==> config.mk <==
export PLATFORM = sky130hd
export DESIGN_NAME = if_fetch_stage
export DESIGN_NICKNAME = d
export VERILOG_FILES = /design/src/rtl/if_fetch_stage.sv
export SDC_FILE = /design/constraint.sdc
export NUM_CORES = 1
export LEC_CHECK = 0
export ABC_AREA = 1
export CAP_MARGIN = 20
export CORE_UTILIZATION = 45
export CTS_CLUSTER_DIAMETER = 60
export DETAILED_ROUTE_END_ITERATION = 8
export DONT_BUFFER_PORTS = 1
export GPL_ROUTABILITY_DRIVEN = 0
export PLACE_DENSITY_LB_ADDON = 0.1
export REMOVE_ABC_BUFFERS = 1
export SYNTH_ARGS = -nofsm -noshare
export SYNTH_HDL_FRONTEND = slang
export SYNTH_SLANG_ARGS = --single-unit
export TNS_END_PERCENT = 1
==> constraint.sdc <==
create_clock -name clk -period 3.9 [get_ports clk]
set_clock_uncertainty 0.1 [all_clocks]
set_input_delay 0.975 -clock clk [delete_from_list [all_inputs] [get_ports clk]]
set_output_delay 0.975 -clock clk [all_outputs]
set_load 0.02 [all_outputs]
==> src/rtl/if_fetch_stage.sv <==
// ----------------------------------------------------------------------------
// if_fetch_stage
//
// Instruction-fetch stage sitting between the PC register and decode.
// Issues one instruction-memory request per PC value, tolerates any memory
// latency, and captures the returned word into the IF/ID pipeline register.
// o_pause_pc gates the PC so it only advances once its instruction has been
// accepted (or squashed).
//
// A one-entry hold buffer absorbs a response that arrives while decode is
// stalled. A discard state drains a response that was outstanding when a
// flush arrived.
//
// Ports:
//   clk             rising-edge clock
//   rst             synchronous, active-low reset
//   i_pc_in         current PC register output (address to fetch)
//   o_pause_pc      1 holds the PC, 0 lets it load its next value
//   o_imem_req      instruction-memory request valid
//   o_imem_addr     request address, stable until accepted
//   i_imem_ready    memory response strobe (rdata valid same cycle)
//   i_imem_rdata    fetched instruction word
//   i_stall_id      decode cannot accept; IF/ID must hold
//   i_flush         branch/jump redirect; squash current fetch and IF/ID
//   o_if_id_valid   IF/ID holds a real instruction
//   o_if_id_pc      PC of the IF/ID instruction
//   o_if_id_instr   IF/ID instruction word
// ----------------------------------------------------------------------------
module if_fetch_stage #(
  parameter logic [31:0] NOP_INSTR = 32'h0000_0000,
  parameter logic [31:0] RESET_PC  = 32'h0000_0000
) (
  input  logic        clk,
  input  logic        rst,
  input  logic [31:0] i_pc_in,
  output logic        o_pause_pc,
  output logic        o_imem_req,
  output logic [31:0] o_imem_addr,
  input  logic        i_imem_ready,
  input  logic [31:0] i_imem_rdata,
  input  logic        i_stall_id,
  input  logic        i_flush,
  output logic        o_if_id_valid,
  output logic [31:0] o_if_id_pc,
  output logic [31:0] o_if_id_instr
);

  typedef enum logic [1:0] {
    S_FETCH = 2'd0,
    S_HOLD  = 2'd1,
    S_DROP  = 2'd2
  } state_t;

  state_t      r_state;
  logic [31:0] r_req_addr;
  logic [31:0] r_hold_pc;
  logic [31:0] r_hold_instr;
  logic        r_if_id_valid;
  logic [31:0] r_if_id_pc;
  logic [31:0] r_if_id_instr;

  assign o_if_id_valid = r_if_id_valid;
  assign o_if_id_pc    = r_if_id_pc;
  assign o_if_id_instr = r_if_id_instr;

  // Memory request and PC gating, decoded from the current state and inputs.
  // These must react within the cycle so a zero-wait memory sustains one
  // instruction per clock.
  always_comb begin
    o_imem_req  = 1'b0;
    o_imem_addr = i_pc_in;
    o_pause_pc  = 1'b1;
    if (!rst) begin
      // Reset abandons any outstanding request and freezes the PC.
      o_imem_req = 1'b0;
      o_pause_pc = 1'b1;
    end else begin
      case (r_state)
        S_FETCH: begin
          o_imem_req  = 1'b1;
          o_imem_addr = i_pc_in;
          // The PC advances on any completed or squashed fetch.
          if (i_flush || i_imem_ready) begin
            o_pause_pc = 1'b0;
          end else begin
            o_pause_pc = 1'b1;
          end
        end
        S_HOLD: begin
          // PC already advanced when the held word arrived; only a flush
          // may load the branch target here.
          o_imem_req = 1'b0;
          if (i_flush) begin
            o_pause_pc = 1'b0;
          end else begin
            o_pause_pc = 1'b1;
          end
        end
        S_DROP: begin
          // Keep presenting the squashed address until memory responds.
          o_imem_req  = 1'b1;
          o_imem_addr = r_req_addr;
          if (i_flush) begin
            o_pause_pc = 1'b0;
          end else begin
            o_pause_pc = 1'b1;
          end
        end
        default: begin
          o_imem_req = 1'b0;
          o_pause_pc = 1'b1;
        end
      endcase
    end
  end

  // Fetch state machine, hold buffer and IF/ID pipeline register.
  always_ff @(posedge clk) begin
    if (!rst) begin
      r_state       <= S_FETCH;
      r_req_addr    <= 32'h0000_0000;
      r_hold_pc     <= 32'h0000_0000;
      r_hold_instr  <= 32'h0000_0000;
      r_if_id_valid <= 1'b0;
      r_if_id_pc    <= RESET_PC;
      r_if_id_instr <= NOP_INSTR;
    end else begin
      case (r_state)
        S_FETCH: begin
          if (i_flush) begin
            r_if_id_valid <= 1'b0;
            r_if_id_instr <= NOP_INSTR;
            if (!i_imem_ready) begin
              // Request still in flight: remember its address and drain it.
              r_req_addr <= i_pc_in;
              r_state    <= S_DROP;
            end else begin
              r_state <= S_FETCH;
            end
          end else if (i_imem_ready) begin
            if (!i_stall_id) begin
              r_if_id_valid <= 1'b1;
              r_if_id_pc    <= i_pc_in;
              r_if_id_instr <= i_imem_rdata;
            end else begin
              // Decode is busy: park the word, IF/ID keeps its content.
              r_hold_pc    <= i_pc_in;
              r_hold_instr <= i_imem_rdata;
              r_state      <= S_HOLD;
            end
          end else begin
            if (!i_stall_id) begin
              // Waiting on memory: send a bubble downstream.
              r_if_id_valid <= 1'b0;
              r_if_id_instr <= NOP_INSTR;
            end else begin
              r_if_id_valid <= r_if_id_valid;
            end
          end
        end
        S_HOLD: begin
          if (i_flush) begin
            r_if_id_valid <= 1'b0;
            r_if_id_instr <= NOP_INSTR;
            r_state       <= S_FETCH;
          end else if (!i_stall_id) begin
            r_if_id_valid <= 1'b1;
            r_if_id_pc    <= r_hold_pc;
            r_if_id_instr <= r_hold_instr;
            r_state       <= S_FETCH;
          end else begin
            r_state <= S_HOLD;
          end
        end
        S_DROP: begin
          r_if_id_valid <= 1'b0;
          r_if_id_instr <= NOP_INSTR;
          if (i_flush) begin
            r_state <= S_DROP;
          end else if (i_imem_ready) begin
            // Squashed response discarded; fetch the new PC next cycle.
            r_state <= S_FETCH;
          end else begin
            r_state <= S_DROP;
          end
        end
        default: begin
          r_state       <= S_FETCH;
          r_if_id_valid <= 1'b0;
          r_if_id_instr <= NOP_INSTR;
        end
      endcase
    end
  end

endmodule
==> results of run 1 <==
## report_power, final
part / switching [uW] / internal, uW / total, uW / leakage (uW)
clock network: 684 / 1100 / 1790 / 0.000309
registers: 157 / 1800 / 1960 / 0.00133
logic: 386 / 158 / 543 / 0.00182
total: 1230 / 3060 / 4290 / 0.00346
## state kept, by name (all words and copies together), names as in the netlist
register	flops
o_if_id_instr	32
o_if_id_pc	32
r_hold_instr	32
r_hold_pc	32
r_req_addr	32
r_state	2
o_if_id_valid	1
## layer usage
metal | up-vias | global-route usage | share of wire
met4 | 0 | 0.0651 | 0.0084
met5 | - | 0 | 0
met2 | 140 | 0.316 | 0.44
met3 | 11 | 0.0616 | 0.067
met1 | 2644 | 0.273 | 0.48
li1 | 3205 | - | -
## placed cells by master, fill, tap and decap left out
master      Yosys  layout
ha_2            0       1
clkbuf_16       0      17
buf_4           3      11
clkinv_1        2       2
nand4_1         3       3
nor2_4          2       2
nand3_2         2       2
ha_1            6       5
nor2_2          2       4
inv_2           1       1
a21oi_1       130     130
clkinvlp_4      0       2
bufinv_16       0       4
inv_1          73      73
nor2_1        166     164
clkbuf_8        0       2
nand2_1       239     238
dfxtp_1       163     163
nand3_1        36      36
a31oi_1         1       1
o21ai_0       131     131
inv_6           0       1
nand2_2         1       2
clkinv_2        0       4
clkinv_4        0       2
buf_12          0       1
## area by class of cell
class / count / share of cell area
Tap cell: 211 / 0.0342
Multi-Input combinational cell: 719 / 0.411
Inverter: 76 / 0.0369
Timing Repair Buffer: 12 / 0.0133
Clock buffer: 19 / 0.0586
Clock inverter: 13 / 0.0235
Sequential cell: 163 / 0.422
## path summary, 6_finish.rpt
path / slack, ps / endpoint
max: 600 / o_imem_addr[26]
min: 410 / r_hold_instr[4]
max reg2reg: 1600 / o_if_id_pc[25]
min reg2reg: 410 / r_hold_instr[4]
## per-stage QoR
step / setup slack (ps) / util / total power, uW / std cells
finish: 596 / 0.506 / 4290 / 1213
global route: 439 / 0.506 / 4500 / 1213
CTS: 565 / 0.506 / 4340 / 1213
detailed placement: 865 / 0.465 / 2550 / 1181
global placement: 890 / 0.465 / 2540 / 1181
floorplan: 387 / - / 2390 / 958
## cells in the mapped netlist
cell type    n
a21oi_1    130
a31oi_1      1
buf_1       10
buf_2       20
buf_4        3
buf_6        6
clkbuf_1    34
clkinv_1     2
dfxtp_1    163
ha_1         6
inv_1       73
inv_2        1
nand2_1    239
nand2_2      1
nand3_1     36
nand3_2      2
nand4_1      3
nor2_1     166
nor2_2       2
nor2_4       2
o21ai_0    131
## cells by family (layout without fill, tap and decap cells)
kind of cell	Yosys count	count (layout)	synth area share
flip-flops	163	163	0.461
AND/OR/NAND/NOR	451	451	0.252
buffers and inverters	149	120	0.0906
AO/OA/AOI/OAI	262	262	0.186
adder cells (fa/ha/maj)	6	6	0.0106
## worst min-delay path, delay by kind of cell, from the launching register on
| kind | cells | cell delay [ps] |
|---|---|---|
| flip-flops | 1 | 330 |
| AO/OA/AOI/OAI | 1 | 80 |
| AND/OR/NAND/NOR | 1 | 70 |
==> results.py, run 1 <==
metrics = {
    "timing": {
        "fin_crit_ps": 3300,
        "max_freq_mhz": 303,
        "post-route-period-util": 0.847,
        "setup_violations": 0,
        "drv_slew": 0,
        "tightest_slew_ps": 861,
        "relSlewSlack": 0.426,
        "rsz0062_at_grt": "no",
        "final_hold_viol_count": 0,
        "hold_ws_ps": 412,
        "final.setup.tns_ps": 0,
    },
    "global_route": {
        "grt_max_degree": 134,
        "grt_pass1_wl_um": 26300,
        "grt_pass1_vias": 5127,
        "antenna_found_initial": 0,
        "grt-ovfl-total": 0,
        "grtUsageTotal": 0.204,
    },
    "final_layout": {
        "nets": 1064,
        "stdcell_area_um2": 7730,
        "multi_input_area_um2": 3180,
        "fillers": 1575,
        "drive_above_1_share": 0.0559,
        "final-seq-area_um2": 3260,
        "n_antenna_cell": 0,
        "area_growth_pct": 9.27,
    },
    "setup_path": {
        "start_kind": "register",
        "rr_startpoint": "r_state[0]",
        "max_stage_delay_ps": 410,
        "end_kind": "output pin",
        "worst-path-stages": 6,
        "cp.arrival_ps": 2230,
        "startpoint": "r_state[0]",
        "reg2reg_depth": 9,
        "crit_type": "reg -> out",
        "crit_chain": "inv_1 > ha_1 > nand2_2 > buf_12 > nor2_1 > a21oi_1",
        "path_max_fanout": 49,
        "required_ps": 2820,
        "path_buf_inv": 2,
        "critical-path-top-delay-family": "flip-flops",
        "cp_slowest_cell": "dfxtp_1",
    },
    "floorplan": {
        "die_height_um": 127,
        "die_w_um": 127,
        "core_area_um2": 15300,
        "initial_core_util": 0.463,
        "std_cell_rows": 45,
        "dieArea_um2": 16200,
        "ioPinCount": 168,
    },
    "yosys": {
        "syn_area_um2": 7070,
        "ys_seq_elements": 163,
        "yosysSeqAreaShare": 0.461,
        "synthCells": 1031,
        "synth_top_area_share": 0.461,
        "synth_cell_type_count": 21,
        "netlist_top_cells_area": "dfxtp_1 46%, nand2_1 13%, o21ai_0 9.3%",
        "yosys.area.top_type": "dfxtp_1",
        "syn_area_per_cell_um2": 6.86,
        "ys.warnings.count": 0,
    },
    "pwr": {
        "power_density_nw_per_um2": 555,
        "power_leakage_uw": 0.00346,
        "peakVddDrop_v": 0.000288,
    },
    "clock_network": {
        "h-tree-depth": 4,
        "clock_sinks": 163,
        "tritoncts": "built",
        "insertion_delay_ps": 430,
        "cts-root-buf": "clkbuf_16",
        "clockBufferDepth": 2,
        "cts_buffers": 17,
        "cts_resized": 0,
        "postCtsSetupRepairBufs": 0,
        "hold_buffers": 0,
        "clk_pin_slew_ps": 60,
    },
    "placement": {
        "dpl.hpwl_um": 9850,
        "postPlaceCellArea_um2": 7090,
        "portBuffers": 0,
    },
    "drt": {
        "final_antenna_net_count": 0,
        "wl_per_cell_um": 13.6,
        "wirelength_um": 16500,
        "drt_iter0_markers": 315,
        "dr.pass1.iters": 4,
        "drc_errors": 0,
        "viasPerCell": 4.95,
        "vias": 6000,
    },
    "hold_path": {
        "min_path_cells": 2,
        "min_from": "r_hold_instr[4]",
        "hold_path.class": "reg -> reg",
    },
    "job": {
        "maxCapViolCount": 0,
    },
    "status": {
        "status": "completed",
    },
}
(Power assumes the default switching activity.)
==> inputs of run 2 (changes only) <==
==> constraint.sdc (replaced) <==
create_clock -name clk -period 2.99 [get_ports clk]
set_clock_uncertainty 0.1 [all_clocks]
set_input_delay 0.7475 -clock clk [delete_from_list [all_inputs] [get_ports clk]]
set_output_delay 0.7475 -clock clk [all_outputs]
set_load 0.02 [all_outputs]
==> run 2 against run 1 <==
  * Clock power up 24%
  * Core utilization up 1.1 points
  * Count of clock-buffer cells in the layout up 3
  * Critical path depth up 1
  * Non-clock buffer count up 1
  * Cell area up 2.1%
  * Total power up 29%
  * Die area unchanged
  * Final cell count unchanged
  * Combinational power up 37%
  * Via count up 1.2%
==> results.py, run 2 (synthesis gave the netlist of run 1 again) <==
metrics = {
    "drt": {
        "viasPerCell": 5.00,
        "wl_per_cell_um": 13.7,
        "drc_errors": 0,
        "wirelength_um": 16600,
        "drt_iter0_markers": 366,
        "dr.pass1.iters": 5,
        "vias": 6069,
        "final_antenna_net_count": 0,
    },
    "job": {
        "maxCapViolCount": 0,
    },
    "setup_path": {
        "end_kind": "output pin",
        "path_max_fanout": 26,
        "critical-path-top-delay-family": "buffers and inverters",
        "start_kind": "register",
        "path_buf_inv": 3,
        "cp_slowest_cell": "dfxtp_1",
        "required_ps": 2140,
        "max_stage_delay_ps": 410,
        "crit_chain": "inv_1 > ha_1 > nand2_4 > buf_12 > nor2_1 > a21oi_1 > buf_4",
        "cp.arrival_ps": 1960,
        "crit_type": "reg -> out",
    },
    "global_route": {
        "antenna_found_initial": 0,
        "grt_pass1_wl_um": 26200,
        "grt_pass1_vias": 5121,
        "grt_max_degree": 134,
        "grtUsageTotal": 0.201,
        "grt-ovfl-total": 0,
    },
    "pwr": {
        "p_seq_frac": 0.463,
        "total_power_uw": 5520,
        "power_density_nw_per_um2": 699,
        "internal_power_uw": 3950,
        "pwr-share-clk": 0.402,
        "power.share.combinational": 0.135,
        "swShare": 0.284,
        "power_leakage_uw": 0.00351,
        "peakVddDrop_v": 0.000407,
        "switchingPower_uw": 1570,
    },
    "timing": {
        "hold_ws_ps": 350,
        "setup_violations": 0,
        "final.setup.tns_ps": 0,
        "tightest_slew_ps": 884,
        "max_freq_mhz": 356,
        "drv_slew": 0,
        "post-route-period-util": 0.939,
        "fin_crit_ps": 2810,
        "rsz0062_at_grt": "no",
        "relSlewSlack": 0.410,
        "final_hold_viol_count": 0,
    },
    "floorplan": {
        "core_area_um2": 15300,
        "initial_core_util": 0.463,
        "die_w_um": 127,
        "ioPinCount": 168,
        "dieArea_um2": 16200,
        "std_cell_rows": 45,
        "die_height_um": 127,
    },
    "hold_path": {
        "hold_path.class": "in -> reg",
    },
    "final_layout": {
        "drive_above_1_share": 0.0788,
        "layoutNonFillerInstCount": 1213,
        "nets": 1065,
        "stdcell_area_um2": 7890,
        "n_antenna_cell": 0,
        "layout_commonest_cell": "nand2_1",
        "fillers": 1513,
        "layout_common_cells": "238 x nand2_1, 164 x nor2_1, 163 x dfxtp_1",
        "area_growth_pct": 11.6,
    },
    "clock_network": {
        "clockBufferDepth": 2,
        "tritoncts": "built",
        "clk_pin_slew_ps": 60,
        "h-tree-depth": 4,
        "insertion_delay_ps": 410,
        "postCtsSetupRepairBufs": 0,
        "cts_buffers": 17,
        "cts-root-buf": "clkbuf_16",
        "hold_buffers": 0,
        "clock_sinks": 163,
    },
    "placement": {
        "portBuffers": 0,
        "dp.cells": 1179,
        "dpl.hpwl_um": 9570,
        "postPlaceCellArea_um2": 7100,
    },
    "status": {
        "status": "completed",
    },
}
[run 2: cell type report]
| type | instances | area (um^2) | area share |
|---|---|---|---|
| Timing Repair Buffer | 13 | 196 | 0.0249 |
| Clock inverter | 9 | 129 | 0.0163 |
| Tap cell | 211 | 264 | 0.0335 |
| Clock buffer | 22 | 474 | 0.0601 |
| Inverter | 76 | 285 | 0.0362 |
| Multi-Input combinational cell | 719 | 3280 | 0.415 |
| Sequential cell | 163 | 3260 | 0.414 |
[run 2: metal layers]
metal / global-route usage / up-vias / share of wire
met5: 0 / - / 0
met2: 0.317 / 156 / 0.45
met3: 0.0678 / 9 / 0.064
met1: 0.258 / 2701 / 0.48
met4: 0.0630 / 0 / 0.0060
li1: - / 3203 / -
[run 2: power groups by stage]
stage | Sequential (uW) | Clock [uW] | Combinational [uW]
after floorplan | 2570 | 0 | 554
after global placement | 2610 | 0 | 710
after detailed placement | 2600 | 0 | 718
after CTS | 2560 | 2280 | 720
after global routing | 2580 | 2380 | 853
final | 2560 | 2220 | 743
[run 2: repair_timing]
action | 4_1_cts | 5_1_grt
resized for setup | 0 | 27
setup endpoints to repair | 4 | 27
cloned | 0 | 1
[run 2: per-stage QoR]
stage	setup slack, ps	util
after floorplan	-68.5	-
after global placement	445	0.466
after detailed placement	432	0.466
after CTS	-6.38	0.505
after global routing	68.5	0.517
final	184	0.517
[run 2: worst paths after layout]
kind                          from               end  slack (ps)  depth (start not counted)
setup / recovery        r_state[0]   o_imem_addr[26]         180                          7
hold / removal                 rst     o_if_id_pc[3]         350                          2
setup reg to reg        r_state[1]    o_if_id_pc[15]         710                          9
hold reg to reg   r_hold_instr[25]  r_hold_instr[25]         410                          2
[run 2: worst reg2reg max path, stage by stage (launching register included)]
cell     delay, ps
dfxtp_1        330
inv_1          150
ha_1           220
buf_6          300
nor2_2         100
nor2_2         130
nand3_2        330
buf_12         320
nor2_1         140
nor2_1          50
==> inputs of run 3 (changes only) <==
==> constraint.sdc (replaced) <==
create_clock -name clk -period 3.2 [get_ports clk]
set_clock_uncertainty 0.1 [all_clocks]
set_input_delay 0.8 -clock clk [delete_from_list [all_inputs] [get_ports clk]]
set_output_delay 0.8 -clock clk [all_outputs]
set_load 0.02 [all_outputs]
==> run 3 against run 2 <==
  * Cell area is 2.0% lower
  * Critical path depth is 1 lower
  * First-iteration DRC count is 11% lower
  * Sequential share of layout area is 0.86 points higher
  * Sequential power is 7% lower
  * Die area stayed put
  * Flip-flop and latch count stayed put
  * Via count is 2.1% lower
  * Non-clock buffer count stayed put
  * Count of clock-buffer cells in the layout is 4 lower
  * Global-route usage is 0.29 points higher
==> results.py, run 3 (synthesis gave the netlist of run 1 again) <==
metrics = {
    "clock_network": {
        "cts-root-buf": "clkbuf_16",
        "hold_buffers": 0,
        "h-tree-depth": 4,
        "clock_sinks": 163,
        "tritoncts": "built",
        "cts_buffers": 17,
        "cts_resized": 0,
        "insertion_delay_ps": 420,
        "clk_pin_slew_ps": 60,
        "clockBufferDepth": 2,
        "postCtsSetupRepairBufs": 0,
    },
    "setup_path": {
        "end_kind": "output pin",
        "cp.arrival_ps": 1990,
        "start_kind": "register",
        "required_ps": 2300,
        "path_max_fanout": 65,
        "crit_type": "reg -> out",
    },
    "floorplan": {
        "ioPinCount": 168,
        "initial_core_util": 0.463,
        "dieArea_um2": 16200,
        "std_cell_rows": 45,
        "core_area_um2": 15300,
        "die_w_um": 127,
        "die_height_um": 127,
    },
    "pwr": {
        "peakVddDrop_v": 0.000335,
        "power.share.combinational": 0.137,
        "pwr-share-clk": 0.383,
        "switchingPower_uw": 1480,
        "total_power_uw": 4970,
        "swShare": 0.298,
        "p_seq_frac": 0.480,
        "power_density_nw_per_um2": 643,
        "power_leakage_uw": 0.00346,
        "internal_power_uw": 3490,
    },
    "timing": {
        "max_freq_mhz": 346,
        "setup_violations": 0,
        "drv_slew": 0,
        "tightest_slew_ps": 879,
        "final_hold_viol_count": 0,
        "fin_crit_ps": 2890,
        "final.setup.tns_ps": 0,
        "rsz0062_at_grt": "no",
        "relSlewSlack": 0.414,
        "post-route-period-util": 0.903,
    },
    "placement": {
        "dpl.hpwl_um": 9620,
        "portBuffers": 0,
    },
    "drt": {
        "final_antenna_net_count": 0,
        "wirelength_um": 16200,
        "drc_errors": 0,
        "viasPerCell": 4.90,
        "vias": 5943,
        "wl_per_cell_um": 13.3,
        "dr.pass1.iters": 5,
        "drt_iter0_markers": 327,
    },
    "global_route": {
        "grt_max_degree": 134,
        "grtUsageTotal": 0.204,
        "grt_pass1_wl_um": 26300,
        "antenna_found_initial": 0,
        "grt_pass1_vias": 5151,
        "grt-ovfl-total": 0,
    },
    "final_layout": {
        "final_util": 0.507,
        "n_antenna_cell": 0,
        "area_growth_pct": 9.29,
        "drive_above_1_share": 0.0559,
        "layout_common_cells": "238 x nand2_1, 164 x nor2_1, 163 x dfxtp_1",
        "layout_commonest_cell": "nand2_1",
        "nets": 1065,
    },
    "status": {
        "status": "completed",
    },
    "hold_path": {
        "hold_path.class": "in -> reg",
    },
    "job": {
        "maxCapViolCount": 0,
    },
}
-- run 3: cell count changes in the layout (fill, tap and decap cells not counted), moves of 2 or more --
cell       change
a21oi_1       +25
a21oi_2       -25
bufinv_16      -2
clkbuf_1       -2
clkbuf_8       -2
clkinv_2       +3
clkinv_4       +2
inv_6          +2
-- run 3: final cells by class --
| type | instances | area [um^2] |
|---|---|---|
| inverters | 76 | 285 |
| well taps | 211 | 264 |
| flip-flops and latches | 163 | 3260 |
| fillers | 1507 | 7530 |
| clock buffers | 18 | 439 |
| clock inverters | 13 | 111 |
| repair buffers | 13 | 188 |
| multi-input cells | 719 | 3180 |
-- run 3: critical path, cell delays in order (launching register included) --
cell and delay (ps):
dfxtp_1 400, inv_1 100, ha_1 230, nand2_2 90, buf_12 250, nor2_1 70, a21oi_1 400
-- run 3: per-stage QoR --
step | instances | hold WS [ps] | setup slack, ps | area, um^2
floorplan | 958 | 378 | 36.5 | 6720
global route | 1213 | 388 | 181 | 7730
global placement | 1180 | 393 | 711 | 7120
detailed placement | 1180 | 397 | 686 | 7120
CTS | 1211 | 383 | 296 | 7670
finish | 1213 | 407 | 310 | 7730
-- run 3: layer usage --
layer  up-vias  wire length (um)  track usage
li1       3205                 -            -
met1      2569              7630        0.258
met2       157              7210        0.326
met3        12              1160       0.0637
met4         0               179       0.0735
met5         -                 0            0
-- run 3: worst paths after layout --
check,slack [ps],start,to,depth (start not counted)
max,310,r_state[0],o_imem_addr[1],6
min,410,rst,o_if_id_pc[3],2
max reg2reg,1000,r_state[1],r_hold_pc[28],7
min reg2reg,420,r_hold_instr[31],r_hold_instr[31],2
-- run 3: power by group through the flow --
stage / Clock, uW / Sequential (uW) / Combinational, uW
after detailed placement: 0 / 2430 / 679
final: 1900 / 2390 / 681
after CTS: 1960 / 2390 / 682
after floorplan: 0 / 2400 / 518
after global placement: 0 / 2430 / 673
after global routing: 2050 / 2410 / 786
